[src/rtl/rat_io_responder.sv]
// Port-mapped I/O responder for the RAT MCU: output latches, read mux,
// prescaled interval timer, button edge detect and interrupt pulse FSM.
module rat_io_responder #(
  parameter int PRESCALE         = 1000,
  parameter int INT_PULSE_CYCLES = 4
) (
  input  logic       clk,
  input  logic       RESET,
  input  logic [7:0] PORT_ID,
  input  logic [7:0] OUT_PORT,
  input  logic       IO_STRB,
  output logic [7:0] IN_PORT,
  output logic       INTV,
  input  logic [7:0] SWITCHES,
  input  logic [3:0] BUTTONS,
  output logic [7:0] LEDS,
  output logic [7:0] SSEG_VAL
);

  localparam int PS_W = $clog2(PRESCALE);
  localparam int PC_W = $clog2(INT_PULSE_CYCLES + 1);
  localparam logic [PS_W-1:0] PS_LAST = PS_W'(PRESCALE - 1);
  localparam logic [PC_W-1:0] PC_LAST = PC_W'(INT_PULSE_CYCLES);

  typedef enum logic [1:0] {ST_IDLE, ST_PULSE, ST_ARMED} state_t;

  logic [7:0]      r_leds, r_sseg, r_reload, r_count;
  logic [PS_W-1:0] r_ps;
  logic [1:0]      r_int_en, r_pending;
  logic [3:0]      r_btn_s1, r_btn_s2, r_btn_s3;
  logic [PC_W-1:0] r_pcnt;
  state_t          r_state;

  logic            w_wr_led, w_wr_sseg, w_wr_reload, w_wr_en, w_wr_clr;
  logic            w_tick, w_timer_evt, w_req;
  logic [3:0]      w_btn_rise;
  logic [1:0]      w_set, w_clr;
  logic [PC_W-1:0] w_pcnt_nxt;
  state_t          w_state_nxt;

  assign w_wr_led    = IO_STRB && (PORT_ID == 8'h40);
  assign w_wr_sseg   = IO_STRB && (PORT_ID == 8'h41);
  assign w_wr_reload = IO_STRB && (PORT_ID == 8'h42);
  assign w_wr_en     = IO_STRB && (PORT_ID == 8'h43);
  assign w_wr_clr    = IO_STRB && (PORT_ID == 8'h44);

  // A reload write restarts the period, so a coincident tick is discarded.
  assign w_tick      = (r_reload != 8'd0) && (r_ps == PS_LAST) && !w_wr_reload;
  assign w_timer_evt = w_tick && (r_count == 8'd1);
  assign w_btn_rise  = r_btn_s2 & ~r_btn_s3;
  assign w_set       = {|w_btn_rise, w_timer_evt};
  assign w_clr       = w_wr_clr ? OUT_PORT[1:0] : 2'b00;
  assign w_req       = |(r_pending & r_int_en);

  always_ff @(posedge clk or posedge RESET) begin
    if (RESET) begin
      r_leds    <= '0;
      r_sseg    <= '0;
      r_int_en  <= '0;
      r_pending <= '0;
      r_btn_s1  <= '0;
      r_btn_s2  <= '0;
      r_btn_s3  <= '0;
    end else begin
      if (w_wr_led)  r_leds   <= OUT_PORT;
      if (w_wr_sseg) r_sseg   <= OUT_PORT;
      if (w_wr_en)   r_int_en <= OUT_PORT[1:0];
      // Set after clear so a same-edge event is never lost.
      r_pending <= (r_pending & ~w_clr) | w_set;
      r_btn_s1  <= BUTTONS;
      r_btn_s2  <= r_btn_s1;
      r_btn_s3  <= r_btn_s2;
    end
  end

  always_ff @(posedge clk or posedge RESET) begin
    if (RESET) begin
      r_reload <= '0;
      r_count  <= '0;
      r_ps     <= '0;
    end else if (w_wr_reload) begin
      r_reload <= OUT_PORT;
      r_count  <= OUT_PORT;
      r_ps     <= '0;
    end else if (r_reload != 8'd0) begin
      if (r_ps == PS_LAST) begin
        r_ps    <= '0;
        r_count <= (r_count == 8'd1) ? r_reload : r_count - 8'd1;
      end else begin
        r_ps <= r_ps + PS_W'(1);
      end
    end
  end

  always_ff @(posedge clk or posedge RESET) begin
    if (RESET) begin
      r_state <= ST_IDLE;
      r_pcnt  <= '0;
    end else begin
      r_state <= w_state_nxt;
      r_pcnt  <= w_pcnt_nxt;
    end
  end

  // ARMED waits for the ISR to drop req so one event yields one pulse.
  always_comb begin
    w_state_nxt = r_state;
    w_pcnt_nxt  = r_pcnt;
    case (r_state)
      ST_IDLE: begin
        if (w_req) begin
          w_state_nxt = ST_PULSE;
          w_pcnt_nxt  = PC_W'(1);
        end
      end
      ST_PULSE: begin
        if (r_pcnt == PC_LAST) w_state_nxt = ST_ARMED;
        else                   w_pcnt_nxt  = r_pcnt + PC_W'(1);
      end
      ST_ARMED: begin
        if (!w_req) w_state_nxt = ST_IDLE;
      end
      default: w_state_nxt = ST_IDLE;
    endcase
  end

  always_comb begin
    IN_PORT = 8'h00;
    case (PORT_ID)
      8'h20:   IN_PORT = SWITCHES;
      8'h21:   IN_PORT = {4'b0000, r_btn_s2};
      8'h22:   IN_PORT = {6'b000000, r_pending};
      8'h23:   IN_PORT = r_count;
      8'h24:   IN_PORT = {6'b000000, r_int_en};
      default: IN_PORT = 8'h00;
    endcase
  end

  assign INTV     = (r_state == ST_PULSE);
  assign LEDS     = r_leds;
  assign SSEG_VAL = r_sseg;

endmodule

[config.mk]
export PLATFORM = sky130hd
export DESIGN_NAME = rat_io_responder
export DESIGN_NICKNAME = d
export VERILOG_FILES = /design/src/rtl/rat_io_responder.sv
export SDC_FILE = /design/constraint.sdc
export NUM_CORES = 1
export LEC_CHECK = 0
export CAP_MARGIN = 20
export CORE_MARGIN = 5
export CORE_UTILIZATION = 52
export DETAILED_ROUTE_END_ITERATION = 8
export GPL_TIMING_DRIVEN = 1
export PLACE_DENSITY = 0.77
export SKIP_CTS_REPAIR_TIMING = 1
export SLEW_MARGIN = 20
export SYNTH_ARGS = -nofsm -noshare
export SYNTH_HDL_FRONTEND = slang
export SYNTH_SLANG_ARGS = --single-unit
[constraint.sdc]
create_clock -name clk -period 2.3 [get_ports clk]
set_clock_uncertainty 0.05 [all_clocks]
set_input_delay 0.345 -clock clk [delete_from_list [all_inputs] [get_ports clk]]
set_output_delay 0.345 -clock clk [all_outputs]
set_load 0.1 [all_outputs]
==> report_table.html, run 1 <==
<table>
<tr><th>Metric</th><th>Value</th></tr>
<tr><th colspan="2">Outcome</th></tr>
<tr><td>Status</td><td>complete, no violations</td></tr>
<tr><th colspan="2">Clocking</th></tr>
<tr><td>Number of clock buffers inserted by TritonCTS</td><td>9</td></tr>
<tr><td>Clock root buffer</td><td>clkbuf_8</td></tr>
<tr><td>Maximum buffer depth of the clock tree</td><td>2</td></tr>
<tr><td>Clock tree from TritonCTS</td><td>done</td></tr>
<tr><td>Clock insertion delay at the later pin of the skew report</td><td>0.34 ns</td></tr>
<tr><td>Number of sinks on the clock net</td><td>63</td></tr>
<tr><td>Number of levels in the clock H-tree</td><td>3</td></tr>
<tr><td>Clock-pin slew reported for the worst setup and hold paths after clock tree synthesis</td><td>0.07 ns</td></tr>
<tr><th colspan="2">Yosys</th></tr>
<tr><td>Cell area after technology mapping</td><td>3060 sq um</td></tr>
<tr><td>Post-synth net total</td><td>338</td></tr>
<tr><td>Cell taking the most area after synthesis</td><td>dfrtp_1</td></tr>
<tr><td>Yosys cell types</td><td>51</td></tr>
<tr><td>Number of instances in the synthesized netlist</td><td>302</td></tr>
<tr><td>Yosys reg bits</td><td>63</td></tr>
<tr><td>Synth area leaders</td><td>dfrtp_1 (51%), mux2_2 (7.3%), nand2_1 (5.3%)</td></tr>
<tr><td>Warnings, synthesis</td><td>0</td></tr>
<tr><td>Top-area cell type share of the netlist area</td><td>51.4%</td></tr>
<tr><td>Average instance area after synthesis</td><td>10.1 sq um</td></tr>
<tr><td>Number of synthesized flops with an enable pin</td><td>0</td></tr>
<tr><td>Top_reg_cell synth</td><td>dfrtp_1</td></tr>
<tr><td>Fraction of synthesis flops using an asynchronous set or reset pin</td><td>100%</td></tr>
<tr><td>Portion of the post-synthesis area used by sequential elements</td><td>51.4%</td></tr>
<tr><th colspan="2">Detailed routing</th></tr>
<tr><td>Post-Route WL</td><td>7650 microns</td></tr>
<tr><td>Number of iterations in the first detailed-routing pass</td><td>6</td></tr>
<tr><td>Via count of the routed design</td><td>2565</td></tr>
<tr><td>Number of vias per cell after detailed routing</td><td>5.63</td></tr>
<tr><td>Residual DRC</td><td>0</td></tr>
<tr><td>Wire per inst</td><td>16.8 microns</td></tr>
<tr><td>Number of DRC markers in iteration 0</td><td>168</td></tr>
<tr><td>Antenna viol nets, final</td><td>0</td></tr>
<tr><th colspan="2">Floorplan</th></tr>
<tr><td>Horizontal die dimension</td><td>86.8 microns</td></tr>
<tr><td>Overall die area</td><td>7530 sq um</td></tr>
<tr><td>Boundary Pins</td><td>56</td></tr>
<tr><td>Number of rows created at floorplan</td><td>28</td></tr>
<tr><td>Vertical die dimension</td><td>86.8 microns</td></tr>
<tr><td>Initial Util</td><td>52.7%</td></tr>
<tr><td>Area of the core</td><td>5820 sq um</td></tr>
<tr><th colspan="2">Worst setup path</th></tr>
<tr><td>Highest cell delay on the worst timing path</td><td>0.42 ns</td></tr>
<tr><td>Slowest stage cell, crit path</td><td>clkdlybuf4s50_1</td></tr>
<tr><td>Required time at the worst-slack endpoint</td><td>1.90 ns</td></tr>
<tr><td>Classification of the worst setup path</td><td>input port to primary output</td></tr>
<tr><td>Series of cell instances along the critical path</td><td>clkdlybuf4s50_1 -&gt; nor3_2 -&gt; nand3b_1 -&gt; or2_4 -&gt; nor2_2 -&gt; buf_12</td></tr>
<tr><td>Data arrival time at the worst-slack endpoint</td><td>1.79 ns</td></tr>
<tr><td>Worst Path Max Fanout</td><td>6</td></tr>
<tr><td>Critical path startpoint category</td><td>input port</td></tr>
<tr><td>Crit. End Element</td><td>primary output</td></tr>
<tr><th colspan="2">Global routing</th></tr>
<tr><td>Vias in the first global route</td><td>2620</td></tr>
<tr><td>Global-route wire length before repair</td><td>12600 microns</td></tr>
<tr><td>GRT overflow</td><td>0</td></tr>
<tr><td>GRT Total Usage</td><td>21.6%</td></tr>
<tr><td>Pin count of the biggest net entering global routing</td><td>32</td></tr>
<tr><td>Number of antenna violations at the first check in global routing</td><td>0</td></tr>
<tr><th colspan="2">Cells and area</th></tr>
<tr><td>Count of non-filler cells in the finished layout</td><td>456</td></tr>
<tr><td>Commonest non-fill, non-tap cells in the layout</td><td>dfrtp_1 (63), nand2_1 (43), nor2_1 (31)</td></tr>
<tr><td>Layout area overhead</td><td>34.2%</td></tr>
<tr><td>Fill count</td><td>432</td></tr>
<tr><td>Final Util</td><td>70.7%</td></tr>
<tr><td>Proportion of layout cells with a drive suffix above 1</td><td>25.5%</td></tr>
<tr><td>Post-route standard cell area excluding fillers</td><td>4110 sq um</td></tr>
<tr><td>ANT cells</td><td>0</td></tr>
<tr><td>Nets</td><td>412</td></tr>
<tr><td>Commonest non-fill, non-tap cell in the layout</td><td>dfrtp_1</td></tr>
<tr><th colspan="2">Timing</th></tr>
<tr><td>Upper clock frequency limit</td><td>458 MHz</td></tr>
<tr><td>Setup slack of the critical path after layout</td><td>0.115 ns</td></tr>
<tr><td>Final Hold Violating Endpoints</td><td>0</td></tr>
<tr><td>Remaining max-slew budget at the tightest pin</td><td>61.4%</td></tr>
<tr><td>Transition time of the tightest slew-check pin</td><td>0.575 ns</td></tr>
<tr><td>Post-Route Setup TNS</td><td>0 ns</td></tr>
<tr><td>Final setup viols</td><td>0</td></tr>
<tr><td>Clock period minus final worst setup slack</td><td>2.19 ns</td></tr>
<tr><td>Final worst-path cycle share</td><td>95.0%</td></tr>
<tr><td>Hold Worst Slack</td><td>0.231 ns</td></tr>
<tr><td>Number of max-slew violations in the final report</td><td>0</td></tr>
<tr><td>Unrepaired setup endpoints after global routing</td><td>false</td></tr>
<tr><th colspan="2">Power</th></tr>
<tr><td>Clock network fraction of design power</td><td>32.9%</td></tr>
<tr><td>Register share of total power</td><td>43.8%</td></tr>
<tr><td>Switching fraction of total power</td><td>32.5%</td></tr>
<tr><td>Static leakage power</td><td>1.88 nW</td></tr>
<tr><td>Part of the power in combinational logic</td><td>23.3%</td></tr>
<tr><td>Overall power consumption</td><td>3.17 mW</td></tr>
<tr><td>Largest voltage drop on the vdd net</td><td>0.625 mV</td></tr>
<tr><td>Power dissipated by switching net loads</td><td>1.03 mW</td></tr>
<tr><td>Design internal power</td><td>2.14 mW</td></tr>
<tr><td>Areal power density over the cells</td><td>770 nW/um^2</td></tr>
<tr><th colspan="2">Placed design</th></tr>
<tr><td>Port Buffers</td><td>55</td></tr>
<tr><td>HPWL after DPL</td><td>5630 microns</td></tr>
<tr><td>Cell Area, Placed</td><td>3880 sq um</td></tr>
<tr><td>Final weighted congestion in routability-driven placement</td><td>0.866</td></tr>
<tr><td>Total instance count after detailed placement</td><td>440</td></tr>
<tr><td>Setup slack after placement</td><td>-0.0149 ns</td></tr>
<tr><th colspan="2">Worst hold path</th></tr>
<tr><td>Path category of the worst min-delay check</td><td>input port to asynchronous set/reset pin</td></tr>
<tr><th colspan="2">Run</th></tr>
<tr><td>Number of max-cap violations</td><td>0</td></tr>
</table>
power by group through the flow:
| stage | registers (mW) | logic (mW) | clock network (mW) |
|---|---|---|---|
| floorplan | 1.47 | 0.446 | 0 |
| global placement | 1.39 | 0.718 | 0 |
| detailed placement | 1.40 | 0.735 | 0 |
| CTS | 1.38 | 0.742 | 1.05 |
| global route | 1.41 | 0.805 | 1.11 |
| finish | 1.39 | 0.739 | 1.04 |
synth_stat cells (3+ instances only):
cell type / count
clkbuf_1: 6
a21oi_1: 9
nor2_1: 39
nand2_1: 43
a22oi_1: 10
nand3_1: 10
and3_1: 4
and2_1: 5
nand3b_1: 6
inv_1: 12
xor2_1: 3
o211ai_1: 3
o21ai_0: 8
a31oi_1: 3
xnor2_1: 4
dfrtp_1: 63
nor3_1: 3
ha_1: 5
o21ai_1: 3
mux2_2: 20
flip-flops by register name (all words and copies together), names as in the netlist, 3 cells and up:
name      cells
r_btn_s1      4
LEDS          8
r_ps         10
r_reload      8
r_btn_s3      4
r_pcnt        3
r_count       8
SSEG_VAL      8
r_btn_s2      4
final cells by class:
| class | count | area [sq um] | area share (%) |
|---|---|---|---|
| timing repair buffer | 71 | 742 | 18.0 |
| multi-input combinational | 219 | 1440 | 35.1 |
| sequential | 63 | 1580 | 38.3 |
| tap | 75 | 93.8 | 2.28 |
| clock buffer | 10 | 128 | 3.10 |
| clock inverter | 6 | 85.1 | 2.07 |
| inverter | 12 | 45.0 | 1.10 |
worst paths after layout:
| check | startpoint | endpoint | slack (ns) | cells after the start |
|---|---|---|---|---|
| worst max-delay path | PORT_ID[7] | IN_PORT[4] | 0.11 | 6 |
| worst min-delay path | RESET | LEDS[1] | 0.23 | 2 |
| worst max register to register | r_count[1] | r_count[3] | 0.31 | 7 |
| worst min register to register | r_btn_s1[0] | r_btn_s2[0] | 0.30 | 0 |
| max in group asynchronous | RESET | r_int_en[1] | 1.41 | 3 |
| min in group clk | r_btn_s1[0] | r_btn_s2[0] | 0.30 | 0 |
routing by layer:
metal,track usage (%),share of wire (%),vias to the layer above
met5,0,0,-
met4,7.65,1.8,0
met3,5.13,6.6,17
met2,34.0,48,99
met1,29.4,43,1237
li1,-,-,1212
cell families (layout without fill, tap and decap cells):
family	Yosys count	in the layout	synth area share, %
xor gates and xnor gates	7	7	2.00
adders and majority gates	5	5	2.04
buffers and inverters	20	99	2.49
and+or+nand+nor	128	128	20.7
DFF	63	63	51.4
muxes	22	22	8.00
AOI/OAI and AO/OA	57	57	13.3
critical path, delay by kind of cell:
| kind | cells | cell delay (ns) |
|---|---|---|
| buf+inv | 2 | 0.61 |
| simple gates | 4 | 0.83 |
(Power assumes the default switching activity.)
==> run 2: changes to the inputs <==
CAP_MARGIN = 40   (was 20)
CORE_UTILIZATION = 54   (was 52)
CTS_BUF_LIST = sky130_fd_sc_hd__clkbuf_4   (was not set)
PLACE_DENSITY = not set   (was 0.77)
PLACE_DENSITY_LB_ADDON = 0.05   (was not set)
==> run 2 against run 1 <==
Compared with the run above: non-clock buffer count grew 4; count of clock-buffer cells in the layout did not move; first-iteration DRC count grew 76%; final cell count increased by 0.22%; hold slack better by 0.017 ns; via count increased by 1.7%; highest routed layer unchanged; wire length down 5.1%; cell area shrank 1.1%; global-route usage decreased by 0.15 points; critical path depth unchanged; critical path type is now register to primary output; fmax decreased by 0.82%.
==> report_table.html, run 2 (synthesized netlist as in run 1, its figures left out) <==
<table>
<tr><th>Metric</th><th>Value</th></tr>
<tr><th colspan="2">Outcome</th></tr>
<tr><td>Status</td><td>complete, no violations (unchanged)</td></tr>
<tr><th colspan="2">Power</th></tr>
<tr><td>Areal power density over the cells</td><td>734 nW/um^2 (was 770 nW/um^2)</td></tr>
<tr><td>Largest voltage drop on the vdd net</td><td>0.586 mV (was 0.625 mV)</td></tr>
<tr><td>Design internal power</td><td>1.98 mW (was 2.14 mW)</td></tr>
<tr><td>Part of the power in combinational logic</td><td>24.8% (was 23.3%)</td></tr>
<tr><td>Static leakage power</td><td>1.87 nW (was 1.88 nW)</td></tr>
<tr><td>Switching fraction of total power</td><td>33.6% (was 32.5%)</td></tr>
<tr><td>Clock network fraction of design power</td><td>28.7% (was 32.9%)</td></tr>
<tr><td>Register share of total power</td><td>46.5% (was 43.8%)</td></tr>
<tr><td>Power dissipated by switching net loads</td><td>1.00 mW (was 1.03 mW)</td></tr>
<tr><th colspan="2">Floorplan</th></tr>
<tr><td>Area of the core</td><td>5510 sq um (was 5820 sq um)</td></tr>
<tr><td>Overall die area</td><td>7280 sq um (was 7530 sq um)</td></tr>
<tr><td>Initial Util</td><td>55.6% (was 52.7%)</td></tr>
<tr><td>Number of rows created at floorplan</td><td>27 (was 28)</td></tr>
<tr><td>Boundary Pins</td><td>56 (unchanged)</td></tr>
<tr><td>Vertical die dimension</td><td>85.3 microns (was 86.8 microns)</td></tr>
<tr><td>Horizontal die dimension</td><td>85.3 microns (was 86.8 microns)</td></tr>
<tr><th colspan="2">Timing</th></tr>
<tr><td>Clock period minus final worst setup slack</td><td>2.20 ns (was 2.19 ns)</td></tr>
<tr><td>Final worst-path cycle share</td><td>95.8% (was 95.0%)</td></tr>
<tr><td>Final setup viols</td><td>0 (unchanged)</td></tr>
<tr><td>Final Hold Violating Endpoints</td><td>0 (unchanged)</td></tr>
<tr><td>Transition time of the tightest slew-check pin</td><td>0.516 ns (was 0.575 ns)</td></tr>
<tr><td>Number of max-slew violations in the final report</td><td>0 (unchanged)</td></tr>
<tr><td>Remaining max-slew budget at the tightest pin</td><td>65.3% (was 61.4%)</td></tr>
<tr><td>Post-Route Setup TNS</td><td>0 ns (unchanged)</td></tr>
<tr><td>Upper clock frequency limit</td><td>454 MHz (was 458 MHz)</td></tr>
<tr><th colspan="2">Cells and area</th></tr>
<tr><td>Number of flip-flops in the largest register</td><td>10 (unchanged)</td></tr>
<tr><td>Count of non-filler cells in the finished layout</td><td>457 (was 456)</td></tr>
<tr><td>Area of the multi-input gates</td><td>1440 sq um (unchanged)</td></tr>
<tr><td>Post-route standard cell area excluding fillers</td><td>4070 sq um (was 4110 sq um)</td></tr>
<tr><td>Largest register by flop count</td><td>r_ps (unchanged)</td></tr>
<tr><td>Nets</td><td>416 (was 412)</td></tr>
<tr><td>Proportion of layout cells with a drive suffix above 1</td><td>26.5% (was 25.5%)</td></tr>
<tr><td>Commonest non-fill, non-tap cell in the layout</td><td>dfrtp_1 (unchanged)</td></tr>
<tr><td>Fill count</td><td>426 (was 432)</td></tr>
<tr><td>Layout area overhead</td><td>32.7% (was 34.2%)</td></tr>
<tr><td>Commonest non-fill, non-tap cells in the layout</td><td>dfrtp_1 (62), nand2_1 (43), buf_4 (36) (was dfrtp_1 (63), nand2_1 (43), nor2_1 (31))</td></tr>
<tr><td>ANT cells</td><td>0 (unchanged)</td></tr>
<tr><td>Sequential cell area</td><td>1580 sq um (about the same)</td></tr>
<tr><th colspan="2">Worst setup path</th></tr>
<tr><td>Classification of the worst setup path</td><td>register to primary output (was input port to primary output)</td></tr>
<tr><td>Series of cell instances along the critical path</td><td>mux2_2 -&gt; a222oi_1 -&gt; nor2_1 -&gt; a31oi_1 -&gt; nor2_2 -&gt; buf_12 (was clkdlybuf4s50_1 -&gt; nor3_2 -&gt; nand3b_1 -&gt; or2_4 -&gt; nor2_2 -&gt; buf_12)</td></tr>
<tr><td>Data arrival time at the worst-slack endpoint</td><td>1.81 ns (was 1.79 ns)</td></tr>
<tr><td>Slowest stage cell, crit path</td><td>dfrtp_2 (was clkdlybuf4s50_1)</td></tr>
<tr><td>Critical path startpoint category</td><td>register (was input port)</td></tr>
<tr><td>Required time at the worst-slack endpoint</td><td>1.90 ns (about the same)</td></tr>
<tr><td>Number of cells on the worst reg-to-reg path</td><td>6 (was 7)</td></tr>
<tr><td>Crit. End Element</td><td>primary output (unchanged)</td></tr>
<tr><td>Highest cell delay on the worst timing path</td><td>0.44 ns (was 0.42 ns)</td></tr>
<tr><td>Worst Path Max Fanout</td><td>3 (was 6)</td></tr>
<tr><th colspan="2">Global routing</th></tr>
<tr><td>GRT overflow</td><td>0 (unchanged)</td></tr>
<tr><td>GR Layer Usage met3</td><td>5.92% (was 5.13%)</td></tr>
<tr><td>Global routing usage on met1</td><td>31.4% (was 29.4%)</td></tr>
<tr><td>Pin count of the biggest net entering global routing</td><td>64 (was 32)</td></tr>
<tr><td>Vias in the first global route</td><td>2502 (was 2620)</td></tr>
<tr><td>Global-route wire length before repair</td><td>12300 microns (was 12600 microns)</td></tr>
<tr><td>GRT Total Usage</td><td>21.5% (was 21.6%)</td></tr>
<tr><td>Number of antenna violations at the first check in global routing</td><td>0 (unchanged)</td></tr>
<tr><td>Most utilized layer in the global route result</td><td>met1 (was met2)</td></tr>
<tr><td>Met2 GRT Util</td><td>30.8% (was 34.0%)</td></tr>
<tr><th colspan="2">Detailed routing</th></tr>
<tr><td>Number of vias per cell after detailed routing</td><td>5.71 (was 5.63)</td></tr>
<tr><td>Number of iterations in the first detailed-routing pass</td><td>5 (was 6)</td></tr>
<tr><td>Antenna viol nets, final</td><td>0 (unchanged)</td></tr>
<tr><td>Post-Route WL</td><td>7260 microns (was 7650 microns)</td></tr>
<tr><td>Via count of the routed design</td><td>2608 (was 2565)</td></tr>
<tr><td>Number of DRC markers in iteration 0</td><td>295 (was 168)</td></tr>
<tr><td>Wire per inst</td><td>15.9 microns (was 16.8 microns)</td></tr>
<tr><td>Residual DRC</td><td>0 (unchanged)</td></tr>
<tr><th colspan="2">Clocking</th></tr>
<tr><td>Clock-pin slew reported for the worst setup and hold paths after clock tree synthesis</td><td>0.10 ns (was 0.07 ns)</td></tr>
<tr><td>Clock root buffer</td><td>clkbuf_4 (was clkbuf_8)</td></tr>
<tr><td>Number of levels in the clock H-tree</td><td>3 (unchanged)</td></tr>
<tr><td>Number of clock buffers inserted by TritonCTS</td><td>9 (unchanged)</td></tr>
<tr><td>Maximum buffer depth of the clock tree</td><td>2 (unchanged)</td></tr>
<tr><td>Number of sinks on the clock net</td><td>63 (unchanged)</td></tr>
<tr><td>Clock insertion delay at the later pin of the skew report</td><td>0.42 ns (was 0.34 ns)</td></tr>
<tr><td>Clock tree from TritonCTS</td><td>done (unchanged)</td></tr>
<tr><th colspan="2">Placed design</th></tr>
<tr><td>HPWL after DPL</td><td>5320 microns (was 5630 microns)</td></tr>
<tr><td>Total instance count after detailed placement</td><td>438 (was 440)</td></tr>
<tr><td>Final weighted congestion in routability-driven placement</td><td>0.871 (was 0.866)</td></tr>
<tr><td>Cell Area, Placed</td><td>3870 sq um (was 3880 sq um)</td></tr>
<tr><td>Port Buffers</td><td>55 (unchanged)</td></tr>
<tr><th colspan="2">Run</th></tr>
<tr><td>Number of max-cap violations</td><td>0 (unchanged)</td></tr>
<tr><th colspan="2">Worst hold path</th></tr>
<tr><td>Path category of the worst min-delay check</td><td>input port to asynchronous set/reset pin (unchanged)</td></tr>
</table>
[run 2: changes by cell type in the layout (fill, tap and decap cells not counted), sizes merged]
cell	previous run	this run
buf	41	45
clkdlybuf4s50	28	29
clkinv	2	3
clkinvlp	2	1
dlymetal6s2s	2	1
[run 2: power groups by stage]
stage               Clock (mW)  Sequential, mW  Combinational (mW)
floorplan                    0            1.47               0.446
global placement             0            1.40               0.712
detailed placement           0            1.41               0.736
CTS                      0.876            1.39               0.738
global route             0.936            1.41               0.803
finish                   0.857            1.39               0.740
[run 2: area by class of cell]
cell class / instances / area share (%)
Inverter: 12 / 1.11
Sequential cell: 63 / 38.8
Clock buffer: 10 / 1.85
Tap cell: 72 / 2.21
Multi-Input combinational cell: 219 / 35.4
Clock inverter: 6 / 2.09
Timing Repair Buffer: 75 / 18.5
[run 2: final timing paths]
path                              from           to  slack, ns
min in group clk           r_btn_s1[3]  r_btn_s2[3]       0.31
hold reg to reg            r_btn_s1[3]  r_btn_s2[3]       0.31
max in group asynchronous        RESET   r_count[6]       1.65
setup / recovery            r_count[0]   IN_PORT[0]        0.1
setup reg to reg               r_ps[0]      r_ps[9]       0.29
hold / removal                   RESET  r_btn_s1[3]       0.25
[run 2: stage by stage]
| stage | setup slack, ns | util, % | total power, mW | hold slack [ns] |
|---|---|---|---|---|
| 2_1_floorplan | -0.238 | - | 1.91 | 0.281 |
| 3_3_place_gp | 0.00564 | 70.3 | 2.11 | 0.281 |
| 3_5_place_dp | -0.0340 | 70.3 | 2.14 | 0.285 |
| 4_1_cts | -0.0541 | 73.3 | 3.00 | 0.250 |
| 5_1_grt | -0.0105 | 73.9 | 3.15 | 0.282 |
| 6_report | 0.0970 | 73.9 | 2.99 | 0.248 |
[run 2: routing by layer]
metal,vias to the layer above,wire length (microns)
met5,-,0
met3,9,561
met1,1266,3420
met4,0,89
li1,1222,-
met2,111,3190
[run 2: critical path: cells and delay by family (launching register included)]
| kind | cells | cell delay (ns) |
|---|---|---|
| buf+inv | 1 | 0.16 |
| compound gates | 2 | 0.39 |
| flops | 1 | 0.44 |
| simple gates | 2 | 0.14 |
| mux | 1 | 0.27 |
